<file path="src/rtl/user_csr_trap_unit.sv">
// User-mode (N-extension) CSR file and trap sequencer: serves CSR instructions,
// records exceptions/external interrupts, and tracks handler occupancy (RUN/TRAP/HALT).
module user_csr_trap_unit #(
    parameter logic [31:0] UTVEC_RESET = 32'h0000_0000,
    parameter logic [31:0] IRQ_CAUSE   = 32'h8000_0008
) (
    input  logic        iCLK,
    input  logic        iRST,
    input  logic        iExRegWrite,
    input  logic        iExSetPcToUtvec,
    input  logic [31:0] iExUEPC,
    input  logic [31:0] iExUCAUSE,
    input  logic [31:0] iExUTVAL,
    input  logic        iCsrEn,
    input  logic [1:0]  iCsrOp,
    input  logic [11:0] iCsrAddr,
    input  logic [31:0] iCsrWData,
    input  logic        iUret,
    input  logic        iExtIrq,
    input  logic        iInstrBoundary,
    input  logic [31:0] iPC,
    output logic [31:0] oCsrRData,
    output logic        oCsrIllegal,
    output logic        oTrapTaken,
    output logic [31:0] oTrapVector,
    output logic [31:0] oUretPC,
    output logic        oInHandler,
    output logic        oDoubleFault
);

    typedef enum logic [1:0] {RUN, TRAP, HALT} state_t;

    localparam logic [11:0] A_USTATUS  = 12'h000;
    localparam logic [11:0] A_UIE      = 12'h004;
    localparam logic [11:0] A_UTVEC    = 12'h005;
    localparam logic [11:0] A_USCRATCH = 12'h040;
    localparam logic [11:0] A_UEPC     = 12'h041;
    localparam logic [11:0] A_UCAUSE   = 12'h042;
    localparam logic [11:0] A_UTVAL    = 12'h043;
    localparam logic [11:0] A_UIP      = 12'h044;

    state_t      state_q, state_d;
    logic        uie_q, uie_d;
    logic        upie_q, upie_d;
    logic        ueie_q, ueie_d;
    logic        ueip_q;
    logic [31:0] utvec_q, utvec_d;
    logic [31:0] uscratch_q, uscratch_d;
    logic [31:0] uepc_q, uepc_d;
    logic [31:0] ucause_q, ucause_d;
    logic [31:0] utval_q, utval_d;

    logic [31:0] csr_old;
    logic [31:0] csr_new;
    logic        csr_hit;
    logic        csr_we;
    logic        irq;
    logic        trap_entry;
    logic        uret_fire;

    always_comb begin
        csr_old = '0;
        csr_hit = 1'b1;
        case (iCsrAddr)
            A_USTATUS:  csr_old = {27'b0, upie_q, 3'b0, uie_q};
            A_UIE:      csr_old = {23'b0, ueie_q, 8'b0};
            A_UTVEC:    csr_old = utvec_q;
            A_USCRATCH: csr_old = uscratch_q;
            A_UEPC:     csr_old = uepc_q;
            A_UCAUSE:   csr_old = ucause_q;
            A_UTVAL:    csr_old = utval_q;
            A_UIP:      csr_old = {23'b0, ueip_q, 8'b0};
            default:    csr_hit = 1'b0;
        endcase
    end

    always_comb begin
        case (iCsrOp)
            2'b01:   csr_new = iCsrWData;
            2'b10:   csr_new = csr_old | iCsrWData;
            2'b11:   csr_new = csr_old & ~iCsrWData;
            default: csr_new = csr_old;
        endcase
    end

    // RS/RC with a zero mask are pure reads; uip is read-only.
    assign csr_we = iCsrEn && csr_hit && (iCsrAddr != A_UIP) &&
                    ((iCsrOp == 2'b01) || (iCsrOp[1] && (iCsrWData != 32'b0)));

    assign oCsrRData   = csr_old;
    assign oCsrIllegal = iCsrEn && !csr_hit;

    assign irq = uie_q && ueie_q && ueip_q && iInstrBoundary &&
                 (state_q == RUN) && !iExRegWrite;
    assign trap_entry = (state_q == RUN) && (iExRegWrite || irq);
    assign uret_fire  = (state_q == TRAP) && iUret && !iExRegWrite;

    always_comb begin
        state_d    = state_q;
        oTrapTaken = 1'b0;
        case (state_q)
            RUN: begin
                if (iExRegWrite) begin
                    state_d    = TRAP;
                    oTrapTaken = iExSetPcToUtvec;
                end else if (irq) begin
                    state_d    = TRAP;
                    oTrapTaken = 1'b1;
                end
            end
            TRAP: begin
                if (iExRegWrite) begin
                    state_d = HALT;
                end else if (iUret) begin
                    state_d = RUN;
                end
            end
            HALT:    state_d = HALT;
            default: state_d = RUN;
        endcase
    end

    always_comb begin
        uie_d      = uie_q;
        upie_d     = upie_q;
        ueie_d     = ueie_q;
        utvec_d    = utvec_q;
        uscratch_d = uscratch_q;
        uepc_d     = uepc_q;
        ucause_d   = ucause_q;
        utval_d    = utval_q;

        if (csr_we) begin
            case (iCsrAddr)
                A_USTATUS: begin
                    uie_d  = csr_new[0];
                    upie_d = csr_new[4];
                end
                A_UIE:      ueie_d     = csr_new[8];
                A_UTVEC:    utvec_d    = {csr_new[31:2], 2'b00};
                A_USCRATCH: uscratch_d = csr_new;
                A_UEPC:     uepc_d     = csr_new;
                A_UCAUSE:   ucause_d   = csr_new;
                A_UTVAL:    utval_d    = csr_new;
                default: ;
            endcase
        end

        // Trap bookkeeping takes precedence over a same-cycle CSR write.
        if (trap_entry) begin
            upie_d = uie_q;
            uie_d  = 1'b0;
            if (iExRegWrite) begin
                uepc_d   = iExUEPC;
                ucause_d = iExUCAUSE;
                utval_d  = iExUTVAL;
            end else begin
                uepc_d   = iPC;
                ucause_d = IRQ_CAUSE;
                utval_d  = 32'b0;
            end
        end else if (uret_fire) begin
            uie_d  = upie_q;
            upie_d = 1'b1;
        end
    end

    always_ff @(posedge iCLK) begin
        if (iRST) begin
            state_q    <= RUN;
            uie_q      <= 1'b0;
            upie_q     <= 1'b0;
            ueie_q     <= 1'b0;
            ueip_q     <= 1'b0;
            utvec_q    <= UTVEC_RESET;
            uscratch_q <= '0;
            uepc_q     <= '0;
            ucause_q   <= '0;
            utval_q    <= '0;
        end else begin
            state_q    <= state_d;
            uie_q      <= uie_d;
            upie_q     <= upie_d;
            ueie_q     <= ueie_d;
            ueip_q     <= iExtIrq;
            utvec_q    <= utvec_d;
            uscratch_q <= uscratch_d;
            uepc_q     <= uepc_d;
            ucause_q   <= ucause_d;
            utval_q    <= utval_d;
        end
    end

    assign oTrapVector  = {utvec_q[31:2], 2'b00};
    assign oUretPC      = uepc_q;
    assign oInHandler   = (state_q == TRAP);
    assign oDoubleFault = (state_q == HALT);

endmodule
</file>
<file path="config.mk">
export PLATFORM = sky130hd
export DESIGN_NAME = user_csr_trap_unit
export DESIGN_NICKNAME = d
export VERILOG_FILES = /design/src/rtl/user_csr_trap_unit.sv
export SDC_FILE = /design/constraint.sdc
export NUM_CORES = 1
export LEC_CHECK = 0
export CAP_MARGIN = 0
export CORE_MARGIN = 2
export CORE_UTILIZATION = 35
export CTS_CLUSTER_DIAMETER = 100
export CTS_CLUSTER_SIZE = 12
export DETAILED_ROUTE_END_ITERATION = 8
export MAX_ROUTING_LAYER = met4
export SETUP_SLACK_MARGIN = 0.4
export SLEW_MARGIN = 40
export SYNTH_ARGS = -nofsm -noshare
export SYNTH_HDL_FRONTEND = slang
export SYNTH_SLANG_ARGS = --single-unit
</file>
<file path="constraint.sdc">
create_clock -name iCLK -period 2.92 [get_ports iCLK]
set_clock_uncertainty 0.2 [all_clocks]
set_input_delay 0.438 -clock iCLK [delete_from_list [all_inputs] [get_ports iCLK]]
set_output_delay 0.438 -clock iCLK [all_outputs]
set_load 0.01 [all_outputs]
</file>
# --- Yosys cells after proc, flatten, opt, wreduce, memory -nomap -nowiden ---
# Cells that the tools add are included.
totals:
  inputBits: 182
  ff_bits: 164
classes:
  reduce_logical: 39
  eq_ne: 15
  bitwise_logic: 3
  muxes: 30
op_table:
  columns: ["cell", "count"]
  rows:
  - ["$mux W32", 12]
  - ["$pmux W32 S8", 1]
  - ["$pmux W32 S3", 1]
  - ["$eq A12 B7 Y1 const B", 5]
  - ["$and A32 B32 Y32", 1]
  - ["$not A32 Y32", 1]
  - ["$or A32 B32 Y32", 1]
  - ["$reduce_bool A32 Y1", 1]
  - ["$eq A12 B3 Y1 const B", 2]
  - ["$reduce_and A2 Y1", 9]
  - ["$logic_and A1 B1 Y1", 13]
  - ["$logic_not A12 Y1", 1]
  - ["$ne A12 B7 Y1 const B", 1]
  - ["$reduce_bool A2 Y1", 6]
  - ["$mux W1", 11]
  - ["$mux W2", 4]
  - ["$reduce_or A8 Y1", 1]
  - ["$eq A2 B2 Y1 const B", 3]
  - ["$ne A3 B3 Y1 const B", 2]
  - ["$pmux W2 S3", 1]
  - ["$reduce_bool A3 Y1", 2]
  - ["$eq A2 B1 Y1 const B", 2]
  - ["$logic_not A1 Y1", 2]
  - ["$logic_not A2 Y1", 1]
  - ["other kinds (2)", 3]

# --- Logic depth before layout (Yosys ltp) ---
# Gate-level depths: netlist of run 1.
depth:
  word_depth: 9
  ltp_mapped: 9
  ltp_nobuf: 5

# --- Worst setup path after synthesis of run 1 ---
# Ideal clock, no wire load.
synth_path:
  path_kind: "input-to-output"
  from: "input iCsrAddr[3]"
  to: "output oCsrRData[19]"
  required_time_ps: 2282
  t_arrival_ps: 1861
  path_slack_ps: 421
  path_stages: 7
  n_path_buf: 3
  cell_sequence: "or4_1 -> buf_2 -> nor2_8 -> buf_4 -> buf_2 -> a22oi_1 -> nor2_1"
synth_via:
  elab_chain_len: 2
  word_cells_on_any_way: 9
  cone_classes: "7 x eq/ne; 1 x mux; 1 x reduce/logical"
synth_rtl:
  columns: ["element", "line_no", "source"]
  rows:
  - ["start: declaration", "16", "input logic [11:0] iCsrAddr,"]
  - ["$eq A12 B7 Y1 (tied with other cells)", "64", "case (iCsrAddr)"]
  - ["$pmux W32 S8 (*)", "64", null]
  - ["end: declaration", "22", "output logic [31:0] oCsrRData,"]
# Mark *: on every way between the ends. The rest lies on a longest branch, timed or not.

# --- Final worst setup path of run 1 ---
layout_path:
  from: "input iCsrAddr[1]"
  to: "output oCsrRData[0]"
# Same word-level chain as after synthesis.

==> results.cfg, run 1 <==
[status]
status = completed

[layout]
synthToLayoutAreaGrowth_pct = 56.5
post-route-util = 0.554
seq_area_um2 = 3290
multi_input_area_um2 = 7070
fin_area_um2 = 16900
fin_nets = 1890
final_layout_size_suffix_gt1_frac = 0.311
diodes = 0
fill_cells = 2764

[route]
drcViolationCount = 0
antenna_left = 0
viasPerCell = 6.07
drt-pass1-iter-count = 5
met1_length_um = 23000
wl_met3_um = 4300
drt-total-wl_um = 50100
wl_per_cell_um = 23.7
maxUsedRoutingLayer = met4
vias = 12900
first_iter_violations = 1366
dr_wl_met2_um = 21600

[synthesis]
yosys_warnings = 0
synth_top_area_share = 0.305
ys_ff_latch = 164
syn_area_um2 = 10800
yosys-top-cells-area = dfxtp_1 (30%), mux4_2 (5.6%), a21oi_1 (4.9%)
async_flop_share = 0
synth_cell_types = 79
synth_edf_count = 0
netlist_instances = 1265
syn_avg_cell_area_um2 = 8.52
yosys-top-cells-count = dfxtp_1 (164), nand2_1 (118), a21oi_1 (106)
synth.most_common_cell = dfxtp_1
synth_seq_area_share = 0.305
synth_top_area_cell = dfxtp_1
synth_ff_type = dfxtp_1

[critical_path]
slowest_stage = nor3b_1
rrSetupSlack_ps = 490
crit_chain = buf_8, buf_12, buf_12, buf_4, nor3b_1, nand4_1, o21ai_2, buf_2
critical_path_class = input port to primary output
rr_worst_depth = 10
startpoint_type = input port
critPathCaptureType = primary output
arrival_ps = 1970
critPathMostFrequentCell = buf_12
cp_max_fo = 8
required_ps = 2280
slowest_delay_ps = 410
timing.rr.end = oUretPC[1]
rr_startpoint = oUretPC[1]

[timing]
slew_headroom = 0.515
fmaxAchievable_ghz = 0.384
rsz0062_at_grt = true
hold_viol_final = 0
max_slew.worst_pin.slew_ps = 727
drv_slew = 0
finalSetupViolCount = 0
min_period_over_period = 0.893
fin_crit_ps = 2610

[run]
cap_violations = 0

[pwr]
clkPwrFrac = 0.364
p_comb_frac = 0.246
power_frac_seq = 0.390
intPower_uw = 4280
max-vdd-ir-drop_mv = 0.349
p_sw_uw = 1980
p_per_area_nw_per_um2 = 371
power_leakage_uw = 0.00622
sw_frac_of_total = 0.317

[hold_path]
hold_class = input port to register
hold_depth = 4
worst_hold_startpoint = iExRegWrite
worstHoldEndpoint = state_q[0]

[placed_design]
port_buffers = 279
place_congestion = 0.940
dpl_cell_area_um2 = 15500
dp_hpwl_um = 36600

[floorplanning]
core_area_um2 = 30400
die_w_um = 179
ios = 282
dieArea_um2 = 32200
num_rows = 64
die_h_um = 179
initial_core_util = 0.354

[global_route]
grt_pass1_vias = 12100
grtUsageTotal = 0.304
grt_pass1_wl_um = 74800
antenna_found_initial = 0
grt_max_degree = 71
grt.overflow.total = 0

[cts]
cts_tree = yes
htree_levels = 4
cts-root-buf = clkbuf_16
clkSinkCount = 164
clock_latency_ps = 440
clk_path_buf_depth = 2
cts_hold_buf = 0
cts_buffers = 17
clk_pin_slew_ps = 70
-- logic make-up after synthesis --
group | count (synthesis) | synth area share
compound gates | 458 | 0.304
simple gates | 394 | 0.208
buf+inv | 166 | 0.0751
flops | 164 | 0.305
mux | 66 | 0.0952
xor+xnor | 16 | 0.0130
other cells | 1 | 0.000348
-- routing by layer --
| layer | vias up | global-route usage |
|---|---|---|
| li1 | 5828 | - |
| met1 | 6218 | 0.438 |
| met2 | 732 | 0.434 |
| met3 | 75 | 0.0565 |
| met4 | 0 | 0.0807 |
| met5 | - | - |
-- registers in the layout (all words and copies together), names as in the netlist --
| register | flops |
|---|---|
| upie_q | 1 |
| ucause_q | 32 |
| utvec_q | 30 |
| state_q | 2 |
| oUretPC | 32 |
| uie_q | 1 |
| ueip_q | 1 |
| uscratch_q | 32 |
| utval_q | 32 |
| ueie_q | 1 |
-- worst max-delay path: cells and delay by family --
kind                   cells  cell delay [ps]
AND/OR/NAND/NOR            2              650
buffers and inverters      5              710
AO/OA/AOI/OAI              1              150
-- area by class of cell --
class / instances / area share
clock buffer: 17 / 0.0252
clock inverter: 15 / 0.0111
inverter: 25 / 0.00556
multi-input combinational: 936 / 0.419
sequential: 164 / 0.195
tap: 396 / 0.0294
timing repair buffer: 564 / 0.315
-- power by group through the flow --
stage	Combinational, uW	Clock [uW]	Sequential, uW
3_5_place_dp	1430	0	2490
6_report	1540	2280	2440
4_1_cts	1470	2290	2430
5_1_grt	1630	2390	2450
3_3_place_gp	1430	0	2480
2_1_floorplan	628	0	2470
-- worst max path at each step --
stage	start	slack [ps]	to	cells past startpoint
finish	iCsrAddr[1]	310	oCsrRData[0]	8
global route	iCsrAddr[1]	320	oCsrRData[0]	8
CTS	iCsrAddr[10]	330	oCsrRData[31]	8
detailed placement	iCsrAddr[3]	-480	oCsrRData[10]	7
global placement	iCsrAddr[3]	-410	oCsrRData[21]	7
floorplan	iCsrAddr[3]	420	oCsrRData[19]	7
-- cell usage in the layout, fill, tap and decap left out, types with 19 or more instances in the layout --
| cell type | synthesis | final |
|---|---|---|
| buf_4 | 13 | 232 |
| clkdlybuf4s50_1 | 0 | 225 |
| dfxtp_1 | 164 | 162 |
| nand2_1 | 118 | 117 |
| a21oi_1 | 106 | 100 |
| o21ai_0 | 59 | 58 |
| nand4_1 | 54 | 54 |
| nor2_1 | 46 | 45 |
| buf_2 | 48 | 36 |
| o31ai_1 | 35 | 35 |
| a211oi_1 | 35 | 33 |
| nand3_1 | 34 | 32 |
| a32oi_1 | 30 | 29 |
| mux4_2 | 27 | 27 |
| inv_1 | 25 | 25 |
| buf_12 | 2 | 25 |
| a21oi_2 | 17 | 23 |
| buf_6 | 6 | 23 |
| a22oi_1 | 35 | 22 |
| mux2_2 | 22 | 22 |
| a31oi_1 | 21 | 21 |
| a211oi_2 | 17 | 19 |
| clkbuf_16 | 0 | 19 |
-- stage by stage --
step | power [uW] | instances | TNS [ps] | hold WS (ps) | worst slack [ps]
2_1_floorplan | 3100 | 1266 | 0 | 251 | 421
3_3_place_gp | 3910 | 2041 | -33080 | 259 | -408
3_5_place_dp | 3920 | 2042 | -37950 | 267 | -475
4_1_cts | 6200 | 2103 | 0 | 189 | 331
5_1_grt | 6470 | 2117 | 0 | 246 | 315
6_report | 6260 | 2117 | 0 | 210 | 314
-- timing repair --
item / CTS / global route
endpoints found under the setup margin: 186 / 137
gates resized for setup: 210 / 61
cloned: 5 / 2
pin swaps: 26 / 27
buffers inserted: 24 / 12
(Power assumes the default switching activity.)
==> run 2, diff against run 1 <==
- ABC_AREA: default -> 1
==> run 2 against run 1 <==
Compared with the run above:
- maximum frequency increased by 4.4%
- cell count increased by 14%
- via count decreased by 7.0%
- critical endpoint is now oCsrRData[7]
- area after synthesis decreased by 8.1%
- largest power group unchanged
- die area decreased by 7.9%
==> results.cfg, run 2 <==
[global_route]
grt_pass1_wl_um = 64700
grt.overflow.total = 0
antenna_found_initial = 0
grt_max_degree = 86
grtUsageTotal = 0.301
grt_pass1_vias = 10900

[layout]
post-route-util = 0.542
diodes = 0
layout_common_cells = nand2_1 (495), nor2_1 (269), clkdlybuf4s50_1 (233)
synthToLayoutAreaGrowth_pct = 52.5
fin_nets = 2210
final_layout_size_suffix_gt1_frac = 0.174
fin_area_um2 = 15100
mostFrequentLayoutCell = nand2_1

[placed_design]
port_buffers = 279
place_congestion = 0.953
dp_hpwl_um = 32600
dpl_cell_area_um2 = 13800

[pwr]
sw_frac_of_total = 0.317
p_comb_frac = 0.214
intPower_uw = 4080
max-vdd-ir-drop_mv = 0.422
p_per_area_nw_per_um2 = 395
clkPwrFrac = 0.373
power_frac_seq = 0.413
p_sw_uw = 1890
power_leakage_uw = 0.00695

[synthesis]
syn_area_um2 = 9900
synth.most_common_cell = nand2_1
synth_top_area_cell = dfxtp_1
yosys-top-cells-count = nand2_1 (529), nor2_1 (291), dfxtp_1 (164)
synth_seq_area_share = 0.332
synth_xor_area_frac = 0
yosys-top-cells-area = dfxtp_1 (33%), nand2_1 (20%), nor2_1 (11%)
synth_top_area_share = 0.332
synth_edf_count = 0
synth_compound_area_frac = 0.158
synthMuxAreaShare = 0
yosys.area_share.simple = 0.398
synth_adder_area_share = 0
yosys_warnings = 0
synth_top_family_by_area = simple AND/OR/NAND/NOR gates
netlist_instances = 1670
synth_ff_type = dfxtp_1
async_flop_share = 0
ys_ff_latch = 164
syn_avg_cell_area_um2 = 5.93
synth_cell_types = 34

[timing]
fmaxAchievable_ghz = 0.401
min_period_over_period = 0.855
max_slew.worst_pin.slew_ps = 628
drv_slew = 0
rsz0062_at_grt = true
hold_viol_final = 0
fin_crit_ps = 2500
slew_headroom = 0.582
finalSetupViolCount = 0

[route]
maxUsedRoutingLayer = met4
met1_length_um = 20100
drt-pass1-iter-count = 8
dr_wl_met2_um = 18700
drcViolationCount = 0
first_iter_violations = 1057
viasPerCell = 4.94
antenna_left = 0
wl_met3_um = 3800
vias = 12000
wl_per_cell_um = 18.1
drt-total-wl_um = 43800

[critical_path]
startpoint_type = input port
required_ps = 2280
critical_path_class = input port to primary output
arrival_ps = 1860
cp-startpoint = iCsrAddr[11]
rr_startpoint = state_q[0]
critPathCaptureType = primary output
cp_max_fo = 6

[cts]
htree_levels = 4
cts-root-buf = clkbuf_16
clkSinkCount = 164
clk_path_buf_depth = 2
clk_pin_slew_ps = 80
cts_hold_buf = 0
clock_latency_ps = 440
cts_tree = yes
cts_buffers = 17

[run]
cap_violations = 0

[floorplanning]
die_w_um = 172
dieArea_um2 = 29700
ios = 282
initial_core_util = 0.355
die_h_um = 172
num_rows = 61
core_area_um2 = 27900

[hold_path]
worst_hold_startpoint = utval_q[0]
hold_class = register to register

[status]
status = completed
-- run 2: kinds of logic (layout without fill, tap and decap cells) --
| kind of cell | after synthesis | count (layout) |
|---|---|---|
| simple gates | 960 | 961 |
| compound gates | 302 | 302 |
| buf+inv | 243 | 612 |
| flops | 164 | 164 |
| other cells | 1 | 2 |
-- run 2: power groups by stage --
stage	logic, uW	registers, uW	clock network, uW
2_1_floorplan	596	2490	0
3_3_place_gp	1240	2510	0
3_5_place_dp	1240	2510	0
4_1_cts	1260	2460	2240
5_1_grt	1400	2480	2340
6_report	1280	2460	2230
-- run 2: what timing repair did --
item,CTS,global route
pin swaps,31,27
gates cloned,7,2
endpoints found under the setup margin,180,116
endpoints found under the hold margin,0,0
resized for setup,257,58
setup buffers,21,6
-- run 2: critical path: stages --
cell,delay [ps]
buf_6,90
nor2_4,90
nand2_2,90
buf_6,130
nor2_4,210
buf_12,160
clkbuf_16,140
nand3_1,90
nand2_2,120
nor2_2,50
nand2_2,120
buf_6,120
-- run 2: routing by layer --
metal	global-route usage	vias to the layer above
met5	-	-
met4	0.0844	0
met3	0.0629	69
met2	0.427	521
met1	0.429	5407
li1	-	5959
-- run 2: cell type report --
| cell class | count | area, um^2 |
|---|---|---|
| multi-input cells | 1265 | 5790 |
| well taps | 378 | 473 |
| repair inverters | 1 | 11.3 |
| clock buffers | 18 | 429 |
| fillers | 2812 | 12800 |
| clock inverters | 14 | 141 |
| repair buffers | 437 | 4420 |
| inverters | 142 | 559 |
| flip-flops and latches | 164 | 3280 |
-- run 2: final timing paths --
kind	depth (start not counted)	slack, ps	end
hold reg to reg	2	310	utval_q[0]
setup / recovery	12	420	oCsrRData[7]
setup reg to reg	11	540	utval_q[23]
hold / removal	2	310	utval_q[0]
-- run 2: per-stage QoR --
stage,instances,hold WS [ps],power (uW),setup TNS [ps],worst slack (ps)
3_3_place_gp,2351,284,3750,-19250,-390
4_1_cts,2411,317,5960,0,392
2_1_floorplan,1671,265,3080,0,737
5_1_grt,2419,338,6220,0,362
6_report,2419,311,5970,0,424
3_5_place_dp,2351,296,3750,-25890,-392
==> run 3, diff against run 2 <==
- REMOVE_ABC_BUFFERS: default -> 1
- clock period: 2.92 -> 2.3 ns (I/O delays scaled with it)
==> run 3 against run 2 <==
Compared with the run above:
- the flow now finishes with violations (negative setup slack)
- hold slack got worse by 120 ps
- clock power rose by 40%
- critical endpoint is now utvec_q[31]
- cell count rose by 3.7%
- combinational power rose by 67%
- sequential share of layout area fell by 3.7 points
- highest routed layer unchanged
- first-iteration DRC count rose by 3.3%
- register-to-register slack got worse by 350 ps
- largest cell class unchanged
- global-route usage fell by 0.78 points
- critical path depth rose by 7
==> results.cfg, run 3 (synthesis gave the netlist of run 2 again) <==
[route]
drt-total-wl_um = 48700
drcViolationCount = 0
first_iter_violations = 1092
antenna_left = 0
vias = 12900
wl_per_cell_um = 19.4
viasPerCell = 5.14
drt-pass1-iter-count = 6

[cts]
htree_levels = 4
clk_path_buf_depth = 2
clkSinkCount = 164
cts_tree = yes
clock_latency_ps = 430
cts_buffers = 17
cts_hold_buf = 0
clk_pin_slew_ps = 80
cts-root-buf = clkbuf_16

[timing]
fmaxAchievable_ghz = 0.432
min_period_over_period = 1.01
finalSetupViolCount = 4
fin_setup_tns_ps = -34.5
setup_ws_ps = -13.6
hold_viol_final = 0
fin_crit_ps = 2310
drv_slew = 0
rsz0062_at_grt = true

[placed_design]
dp_cells = 2356
place_congestion = 0.877
dp_hpwl_um = 28600
port_buffers = 279
place_ws_ps = -723

[layout]
post-route-util = 0.654
fin_nets = 2298
fill_cells = 2318
layout_common_cells = nand2_1 (425), clkdlybuf4s50_1 (204), nor2_1 (196)
mostFrequentLayoutCell = nand2_1
finalNonFillerCells = 2509
final_layout_size_suffix_gt1_frac = 0.335
multi_input_area_um2 = 7180
synthToLayoutAreaGrowth_pct = 83.9
seq_area_um2 = 3290

[pwr]
max-vdd-ir-drop_mv = 0.480
power_leakage_uw = 0.00822
p_per_area_nw_per_um2 = 460

[hold_path]
hold_class = input port to register
hold_depth = 5

[floorplanning]
dieArea_um2 = 29700
die_h_um = 172
die_w_um = 172
num_rows = 61
initial_core_util = 0.355
ios = 282
core_area_um2 = 27900

[critical_path]
arrival_ps = 2460
rr_worst_depth = 10
rrSetupSlack_ps = 190
startpoint_type = input port
critical_path_class = input port to register
cp_max_fo = 8
required_ps = 2450
critPathCaptureType = register

[status]
status = finished, violations left
failed_checks = negative setup slack

[global_route]
grt_pass1_wl_um = 64400
grtUsageTotal = 0.293
grt_max_degree = 75
grt_pass1_vias = 11700
grt.overflow.total = 0
antenna_found_initial = 1

[run]
cap_violations = 0
run 3: cell count changes in the layout (fill, tap and decap cells not counted), sizes merged, moves of 3 or more:
cell           delta
dlygate4sd2       +5
clkdlybuf4s50    -29
buf              +83
dlymetal6s2s     +22
bufinv            +3
clkbuf            +9
run 3: repair_timing:
action | CTS | global route
buffers inserted | 64 | 20
resized for setup | 463 | 402
pin swaps | 89 | 168
endpoints found under the setup margin | 253 | 260
gates cloned | 12 | 23
endpoints found under the hold margin | 0 | 0
run 3: metal layers:
layer	global-route usage	wire length [um]
met1	0.360	19600
met2	0.490	23600
met3	0.0460	3720
met4	0.0990	1820
met5	-	0
run 3: final timing paths:
kind                      start           end
setup / recovery   iCsrAddr[11]   utvec_q[31]
setup reg to reg     state_q[0]  ucause_q[12]
hold reg to reg      utval_q[6]    utval_q[6]
hold / removal    iCsrWData[16]   oUretPC[16]
run 3: report_power, final:
group          internal [uW]  switching (uW)  leakage (uW)
registers               3000             121       0.00134
logic                    979            1160       0.00658
clock network           1750            1370      0.000302
run 3: worst max-delay path: stages:
cell,delay [ps]
buf_6,100
nor2_4,110
nand2_4,80
nor2_4,160
buf_6,140
buf_6,110
buf_16,100
buf_6,110
nand2_1,70
nand2_2,80
nor2_4,40
nand2_4,80
buf_8,150
nand2_8,70
nor2_4,180
buf_6,160
clkbuf_16,180
o21ai_2,70
a21oi_1,120
run 3: final cells by class:
type                            count  share of cell area
Timing Repair Buffer              525               0.334
Antenna cell                        2            0.000275
Tap cell                          378              0.0260
Sequential cell                   164               0.181
Inverter                          142              0.0310
Clock buffer                       18              0.0236
Clock inverter                     14              0.0104
Multi-Input combinational cell   1266               0.394
run 3: metrics by stage:
step                hold slack [ps]  area, um^2  power, uW
finish                          187       18200       8380
global route                    227       18200       8660
CTS                             235       16200       7950
detailed placement              297       14000       4760
global placement                292       14000       4750
floorplan                       216        9330       3840
